## src/rtl/pacman_move_sequencer.sv

```systemverilog
// Pac-Man movement sequencer: buffers joystick requests, paces move attempts with a tick
// divider, checks each candidate tile over a wall-lookup handshake and commits legal moves.
module pacman_move_sequencer #(
  parameter int TICK_DIV = 10000,
  parameter int STEP     = 1,
  parameter int X_MIN    = 273,
  parameter int X_MAX    = 663,
  parameter int Y_MIN    = 58,
  parameter int Y_MAX    = 490,
  parameter int X_INI    = 300,
  parameter int Y_INI    = 300
) (
  input  logic       clk,
  input  logic       reset,
  input  logic       start,
  input  logic       ack,
  input  logic       win,
  input  logic       lose,
  input  logic       btn_l,
  input  logic       btn_u,
  input  logic       btn_r,
  input  logic       btn_d,
  output logic       wall_req,
  output logic [9:0] wall_x,
  output logic [9:0] wall_y,
  input  logic       wall_ack,
  input  logic       wall_blocked,
  output logic [9:0] pac_x,
  output logic [9:0] pac_y,
  output logic [2:0] dir_cur,
  output logic       move_pulse,
  output logic [1:0] halt_code
);

  localparam int CNT_W = (TICK_DIV > 2) ? $clog2(TICK_DIV) : 1;

  localparam logic [2:0] DIR_NONE = 3'd0;
  localparam logic [2:0] DIR_L    = 3'd1;
  localparam logic [2:0] DIR_U    = 3'd2;
  localparam logic [2:0] DIR_R    = 3'd3;
  localparam logic [2:0] DIR_D    = 3'd4;

  typedef enum logic [2:0] {
    S_IDLE, S_WAIT_TICK, S_LOOK_REQ, S_LOOK_CUR, S_COMMIT, S_HALT
  } state_e;

  state_e           state_q, state_d;
  logic [CNT_W-1:0] cnt_q, cnt_d;
  logic [9:0]       pac_x_q, pac_x_d, pac_y_q, pac_y_d;
  logic [9:0]       cand_x_q, cand_x_d, cand_y_q, cand_y_d;
  logic [2:0]       dir_cur_q, dir_cur_d, dir_req_q, dir_req_d, look_dir_q, look_dir_d;
  logic             wall_req_q, wall_req_d, move_pulse_q, move_pulse_d;
  logic [1:0]       halt_code_q, halt_code_d;

  logic [2:0] sel_dir;
  logic [9:0] sel_x, sel_y;
  logic       sel_stuck;

  // One STEP along the axis of dir, clamped into the playfield.
  function automatic logic [19:0] step_pos(input logic [2:0] dir, input logic [9:0] x,
                                           input logic [9:0] y);
    int nx, ny;
    nx = int'(x);
    ny = int'(y);
    case (dir)
      DIR_L:   nx = nx - STEP;
      DIR_R:   nx = nx + STEP;
      DIR_U:   ny = ny - STEP;
      DIR_D:   ny = ny + STEP;
      default: ;
    endcase
    if (nx < X_MIN) nx = X_MIN;
    if (nx > X_MAX) nx = X_MAX;
    if (ny < Y_MIN) ny = Y_MIN;
    if (ny > Y_MAX) ny = Y_MAX;
    return {10'(nx), 10'(ny)};
  endfunction

  assign sel_dir           = (state_q == S_LOOK_REQ) ? dir_req_q : dir_cur_q;
  assign {sel_x, sel_y}    = step_pos(sel_dir, pac_x_q, pac_y_q);
  assign sel_stuck         = (sel_x == pac_x_q) && (sel_y == pac_y_q);

  always_comb begin
    // NOTE: every _d gets its hold value first, so no path through the case can infer a latch.
    state_d      = state_q;
    cnt_d        = cnt_q;
    pac_x_d      = pac_x_q;
    pac_y_d      = pac_y_q;
    cand_x_d     = cand_x_q;
    cand_y_d     = cand_y_q;
    dir_cur_d    = dir_cur_q;
    dir_req_d    = dir_req_q;
    look_dir_d   = look_dir_q;
    wall_req_d   = wall_req_q;
    move_pulse_d = 1'b0;
    halt_code_d  = halt_code_q;

    case ({btn_l, btn_u, btn_r, btn_d})
      4'b1000: dir_req_d = DIR_L;
      4'b0100: dir_req_d = DIR_U;
      4'b0010: dir_req_d = DIR_R;
      4'b0001: dir_req_d = DIR_D;
      default: ;
    endcase

    case (state_q)
      S_IDLE: begin
        if (start) begin
          state_d = S_WAIT_TICK;
          cnt_d   = '0;
        end
      end
      S_WAIT_TICK: begin
        if (cnt_q == CNT_W'(TICK_DIV - 1)) begin
          cnt_d = '0;
          if (dir_req_q != DIR_NONE && dir_req_q != dir_cur_q) state_d = S_LOOK_REQ;
          else if (dir_cur_q != DIR_NONE)                      state_d = S_LOOK_CUR;
        end else begin
          cnt_d = cnt_q + 1'b1;
        end
      end
      S_LOOK_REQ, S_LOOK_CUR: begin
        // First cycle latches the candidate and raises wall_req; later cycles wait for ack.
        if (!wall_req_q) begin
          if (!sel_stuck) begin
            cand_x_d   = sel_x;
            cand_y_d   = sel_y;
            look_dir_d = sel_dir;
            wall_req_d = 1'b1;
          end
        end else if (wall_ack) begin
          wall_req_d = 1'b0;
        end
        if ((!wall_req_q && sel_stuck) || (wall_req_q && wall_ack && wall_blocked)) begin
          if (state_q == S_LOOK_REQ && dir_cur_q != DIR_NONE) state_d = S_LOOK_CUR;
          else                                                 state_d = S_WAIT_TICK;
        end else if (wall_req_q && wall_ack) begin
          if (state_q == S_LOOK_REQ) dir_cur_d = look_dir_q;
          state_d = S_COMMIT;
        end
      end
      S_COMMIT: begin
        pac_x_d      = cand_x_q;
        pac_y_d      = cand_y_q;
        move_pulse_d = 1'b1;
        state_d      = S_WAIT_TICK;
      end
      S_HALT: begin
        if (ack) begin
          state_d     = S_IDLE;
          pac_x_d     = 10'(X_INI);
          pac_y_d     = 10'(Y_INI);
          dir_cur_d   = DIR_NONE;
          dir_req_d   = DIR_NONE;
          halt_code_d = 2'b00;
        end
      end
      default: state_d = S_IDLE;
    endcase

    // Game over pre-empts any lookup or commit in flight.
    if ((win || lose) && state_q != S_IDLE && state_q != S_HALT) begin
      state_d      = S_HALT;
      halt_code_d  = win ? 2'b01 : 2'b10;
      wall_req_d   = 1'b0;
      move_pulse_d = 1'b0;
      pac_x_d      = pac_x_q;
      pac_y_d      = pac_y_q;
      dir_cur_d    = dir_cur_q;
    end
  end

  // NOTE: state is updated with non-blocking assignments so every flop samples pre-edge values.
  always_ff @(posedge clk or posedge reset) begin
    if (reset) begin
      state_q      <= S_IDLE;
      cnt_q        <= '0;
      pac_x_q      <= 10'(X_INI);
      pac_y_q      <= 10'(Y_INI);
      cand_x_q     <= 10'(X_INI);
      cand_y_q     <= 10'(Y_INI);
      dir_cur_q    <= DIR_NONE;
      dir_req_q    <= DIR_NONE;
      look_dir_q   <= DIR_NONE;
      wall_req_q   <= 1'b0;
      move_pulse_q <= 1'b0;
      halt_code_q  <= 2'b00;
    end else begin
      state_q      <= state_d;
      cnt_q        <= cnt_d;
      pac_x_q      <= pac_x_d;
      pac_y_q      <= pac_y_d;
      cand_x_q     <= cand_x_d;
      cand_y_q     <= cand_y_d;
      dir_cur_q    <= dir_cur_d;
      dir_req_q    <= dir_req_d;
      look_dir_q   <= look_dir_d;
      wall_req_q   <= wall_req_d;
      move_pulse_q <= move_pulse_d;
      halt_code_q  <= halt_code_d;
    end
  end

  assign wall_req   = wall_req_q;
  assign wall_x     = cand_x_q;
  assign wall_y     = cand_y_q;
  assign pac_x      = pac_x_q;
  assign pac_y      = pac_y_q;
  assign dir_cur    = dir_cur_q;
  assign move_pulse = move_pulse_q;
  assign halt_code  = halt_code_q;

endmodule

```

## config.mk

```make
export PLATFORM = sky130hd
export DESIGN_NAME = pacman_move_sequencer
export DESIGN_NICKNAME = d
export VERILOG_FILES = /design/src/rtl/pacman_move_sequencer.sv
export SDC_FILE = /design/constraint.sdc
export NUM_CORES = 1
export LEC_CHECK = 0
export ABC_AREA = 1
export BUFFER_PORTS_ARGS = -buffer_cell sky130_fd_sc_hd__buf_2
export CORE_MARGIN = 2
export CORE_UTILIZATION = 55
export CTS_BUF_LIST = sky130_fd_sc_hd__clkbuf_4
export CTS_CLUSTER_SIZE = 24
export DETAILED_ROUTE_END_ITERATION = 7
export PLACE_DENSITY = 0.8
export SLEW_MARGIN = 15
export SYNTH_ARGS = -nofsm -noshare
export SYNTH_HDL_FRONTEND = slang
export SYNTH_SLANG_ARGS = --single-unit
export TNS_END_PERCENT = 10
```

## constraint.sdc

```tcl
create_clock -name clk -period 2.8 [get_ports clk]
set_input_delay 0 -clock clk [delete_from_list [all_inputs] [get_ports clk]]
set_output_delay 0 -clock clk [all_outputs]
set_load 0.1 [all_outputs]
```

==> flow_summary_export.csv <==
group,metric,value,unit
timing,setup_viol,30,
clocking,clock_sinks,70,
final_layout,multiInputGateArea,3420,µm²
die,die_y,101,µm
place,pre_cts_slack,-0.921,ns
global_route,grt_max_degree,41,
critical_path,crit_arrival,4.57,ns
final_layout,drive_above_1_share,0.404,
yosys,yosys_warnings,0,
yosys,synth_edf_count,0,
route,ant_nets,0,
place,place_hpwl,12.9,mm
global_route,overflow,0,
timing,finalClockSkew,0.0252,ns
route,drt_iter0_drc,1065,
final_layout,fin_util,0.861,
clocking,tritoncts,"built",
yosys,avgSynthCellArea,6.63,µm²
die,core_area,9150,µm²
global_route,grt.total_usage,0.374,
die,io_pins,59,
route,via_count,7159,
final_layout,regArea,1810,µm²
critical_path,ff2ff_setup_slack,-1.41,ns
yosys,yosysTopAreaCell,"dfrtp_1",
timing,fin_ws,-1.41,ns
yosys,synthTopCellsByCount,"nand2_1, nand3_1, inv_1",
final_layout,nFillCells,464,
route,first_pass_iters,8,
clocking,htree_levels,3,
route,wl_per_cell,19.5,µm
yosys,yosysUniqueCellTypes,46,
timing,finalHoldViolations,0,
place,dp.cells,1076,
timing,rsz0062_at_grt,"true",
timing,fmax,0.237,GHz
job,drv_cap,0,
global_route,grtUsageMet2,0.616,
timing,worst_slew_margin_rel,0.469,
die,dieWidth,101,µm
global_route,grt_pass1_vias,6313,
global_route,grt_pass1_wl,30.1,mm
global_route,gr-max-usage-layer,"met2",
yosys,synth_top_area_frac,0.262,
clocking,cts_root_buffer,"clkbuf_4",
place,port_buffers,58,
route,vias_per_cell,6.26,
clocking,path_clk_slew,0.14,ns
timing,tightest_slew,0.776,ns
timing,slew_viol_final,0,
clocking,insertion_delay,0.44,ns
critical_path,critPathRequiredTime,3.16,ns
critical_path,endpoint_kind,"register",
yosys,synth_most_common_cell,"nand2_1",
timing,hold_slack,0.0529,ns
timing,period_minus_slack,4.21,ns
critical_path,cp_max_fo,7,
die,start_util,0.563,
global_route,antenna_found_initial,0,
timing,finalCritPeriodShare,1.50,
final_layout,fin_cells,1143,
global_route,met3_usage,0.0714,
final_layout,antennaDiodeCount,0,
critical_path,startpoint_type,"register",
run_status,status,"finished with violations",
clocking,numCtsBuffers,9,
critical_path,critPathKind,"reg2reg",
place,place.gp.congestion,1.05,
die,rows,35,
final_layout,final_nets,1044,
yosys,synth.area.top_cells,"dfrtp_1, nand2_1, nand3_1",
global_route,met1_usage,0.468,
route,drc,45,
yosys,synthCells,777,
route,wl,22.3,mm
final_layout,areaGrowthSynthToFinish,52.8,%
clocking,cts_buffer_depth,2,
yosys,async_flop_share,1.00,
run_status,violations,"DRC, setup timing",
yosys,yosys_most_used_dff,"dfrtp_1",
hold_path,hp-class,"in2reg",
yosys,synth_area,5150,µm²
yosys,syn_nets,794,
yosys,seq_area_frac_synth,0.344,
yosys,synth_seq_cells,70,
die,die_area,10200,µm²
==> worst paths after layout <==
path	start	endpoint	depth (start not counted)
min in group asynchronous	reset	dir_req_q[2]	3
max in group asynchronous	reset	wall_y[8]	4
min	btn_u	dir_req_q[0]	4
max reg2reg	pac_y[2]	wall_y[0]	23
min reg2reg	wall_y[8]	wall_y[8]	2
max	pac_y[2]	wall_y[0]	23
==> cell families after synthesis <==
kind of cell,after synthesis,share of synthesized area
adder cells (fa/ha/maj),5,0.0121
buffers and inverters,115,0.0898
multiplexers,1,0.00194
AND/OR/NAND/NOR,460,0.398
flip-flops,70,0.344
AO/OA/AOI/OAI,106,0.120
XOR/XNOR,20,0.0340
==> registers in the layout (all words and copies together) (netlist names) <==
signal,cells
dir_req_q,3
pac_y,10
look_dir_q,3
pac_x,10
dir_cur,3
wall_req,1
cnt_q,14
state_q,3
halt_code,2
wall_y,10
wall_x,10
move_pulse,1
==> area by class of cell <==
cell class	count	share of cell area
inverter	95	0.0469
timing repair buffer	257	0.251
clock buffer	10	0.00953
sequential	70	0.230
clock inverter	6	0.0110
tap	111	0.0176
multi-input combinational	594	0.434
==> metrics by stage <==
stage | setup TNS (ns) | cell area, µm²
2_1_floorplan | -13.50 | 5300
3_3_place_gp | -18.98 | 6770
3_5_place_dp | -25.61 | 6770
4_1_cts | -16.62 | 7440
5_1_grt | -45.25 | 7880
6_report | -40.41 | 7880
==> metal layers <==
| layer | vias to the layer above | routed length (µm) |
|---|---|---|
| li1 | 3049 | - |
| met1 | 3260 | 7920 |
| met2 | 634 | 9900 |
| met3 | 216 | 2600 |
| met4 | 0 | 1840 |
| met5 | - | 0 |
==> cell usage in the layout (no fill, tap or decap), types with 3 or more instances in the layout <==
cell type,Yosys,routed
xnor2_1,3,3
inv_4,1,3
nand3_4,1,9
inv_2,5,10
dfrtp_1,54,40
nand2_4,3,18
a21oi_1,13,11
nand2_1,226,189
nand4_1,16,16
nor3_1,13,11
o31ai_1,4,3
dfrtp_2,0,14
nand3b_1,6,6
o22ai_1,5,5
nand3_2,2,18
buf_6,3,5
dfstp_2,16,10
nor4_1,6,5
nor2_2,1,11
nor2_4,5,11
clkinv_1,3,3
inv_1,86,78
clkbuf_4,0,10
o21ai_1,16,16
buf_2,5,58
o21ai_0,49,46
nand2_2,8,29
xor2_1,17,17
o211ai_1,4,4
nor2_1,76,61
nand3_1,95,71
o21ai_2,0,3
dlygate4sd3_1,0,11
dfstp_4,0,6
ha_1,5,4
buf_4,0,172
buf_12,0,9
==> critical path, cell delays in order (launching register included) <==
cell	delay [ns]
dfstp_4	0.69
inv_1	0.14
nand3_1	0.17
xor2_1	0.31
nand3_1	0.16
nand3_1	0.17
nand2_2	0.09
nor2_4	0.12
nand3_2	0.07
nand2_2	0.12
nand2_4	0.09
buf_4	0.16
nor2_1	0.49
nand3_4	0.18
nand2_1	0.11
nand2_1	0.07
nor2_1	0.14
nand2_1	0.11
nor2_4	0.17
nand2_4	0.10
nand2_8	0.14
buf_4	0.16
nand2_1	0.07
o21ai_1	0.09
==> what timing repair did <==
item / 4_1_cts / 5_1_grt
setup buffers: 22 / 16
cloned: 2 / 2
pin swaps: 27 / 44
endpoints found under the setup margin: 30 / 30
resized for setup: 48 / 69
hold buffers: 11 / 0
endpoints found under the hold margin: 39 / 0
Power is not shown: default switching activity piles up to over one toggle a cycle in this logic, so the estimate is an artifact.
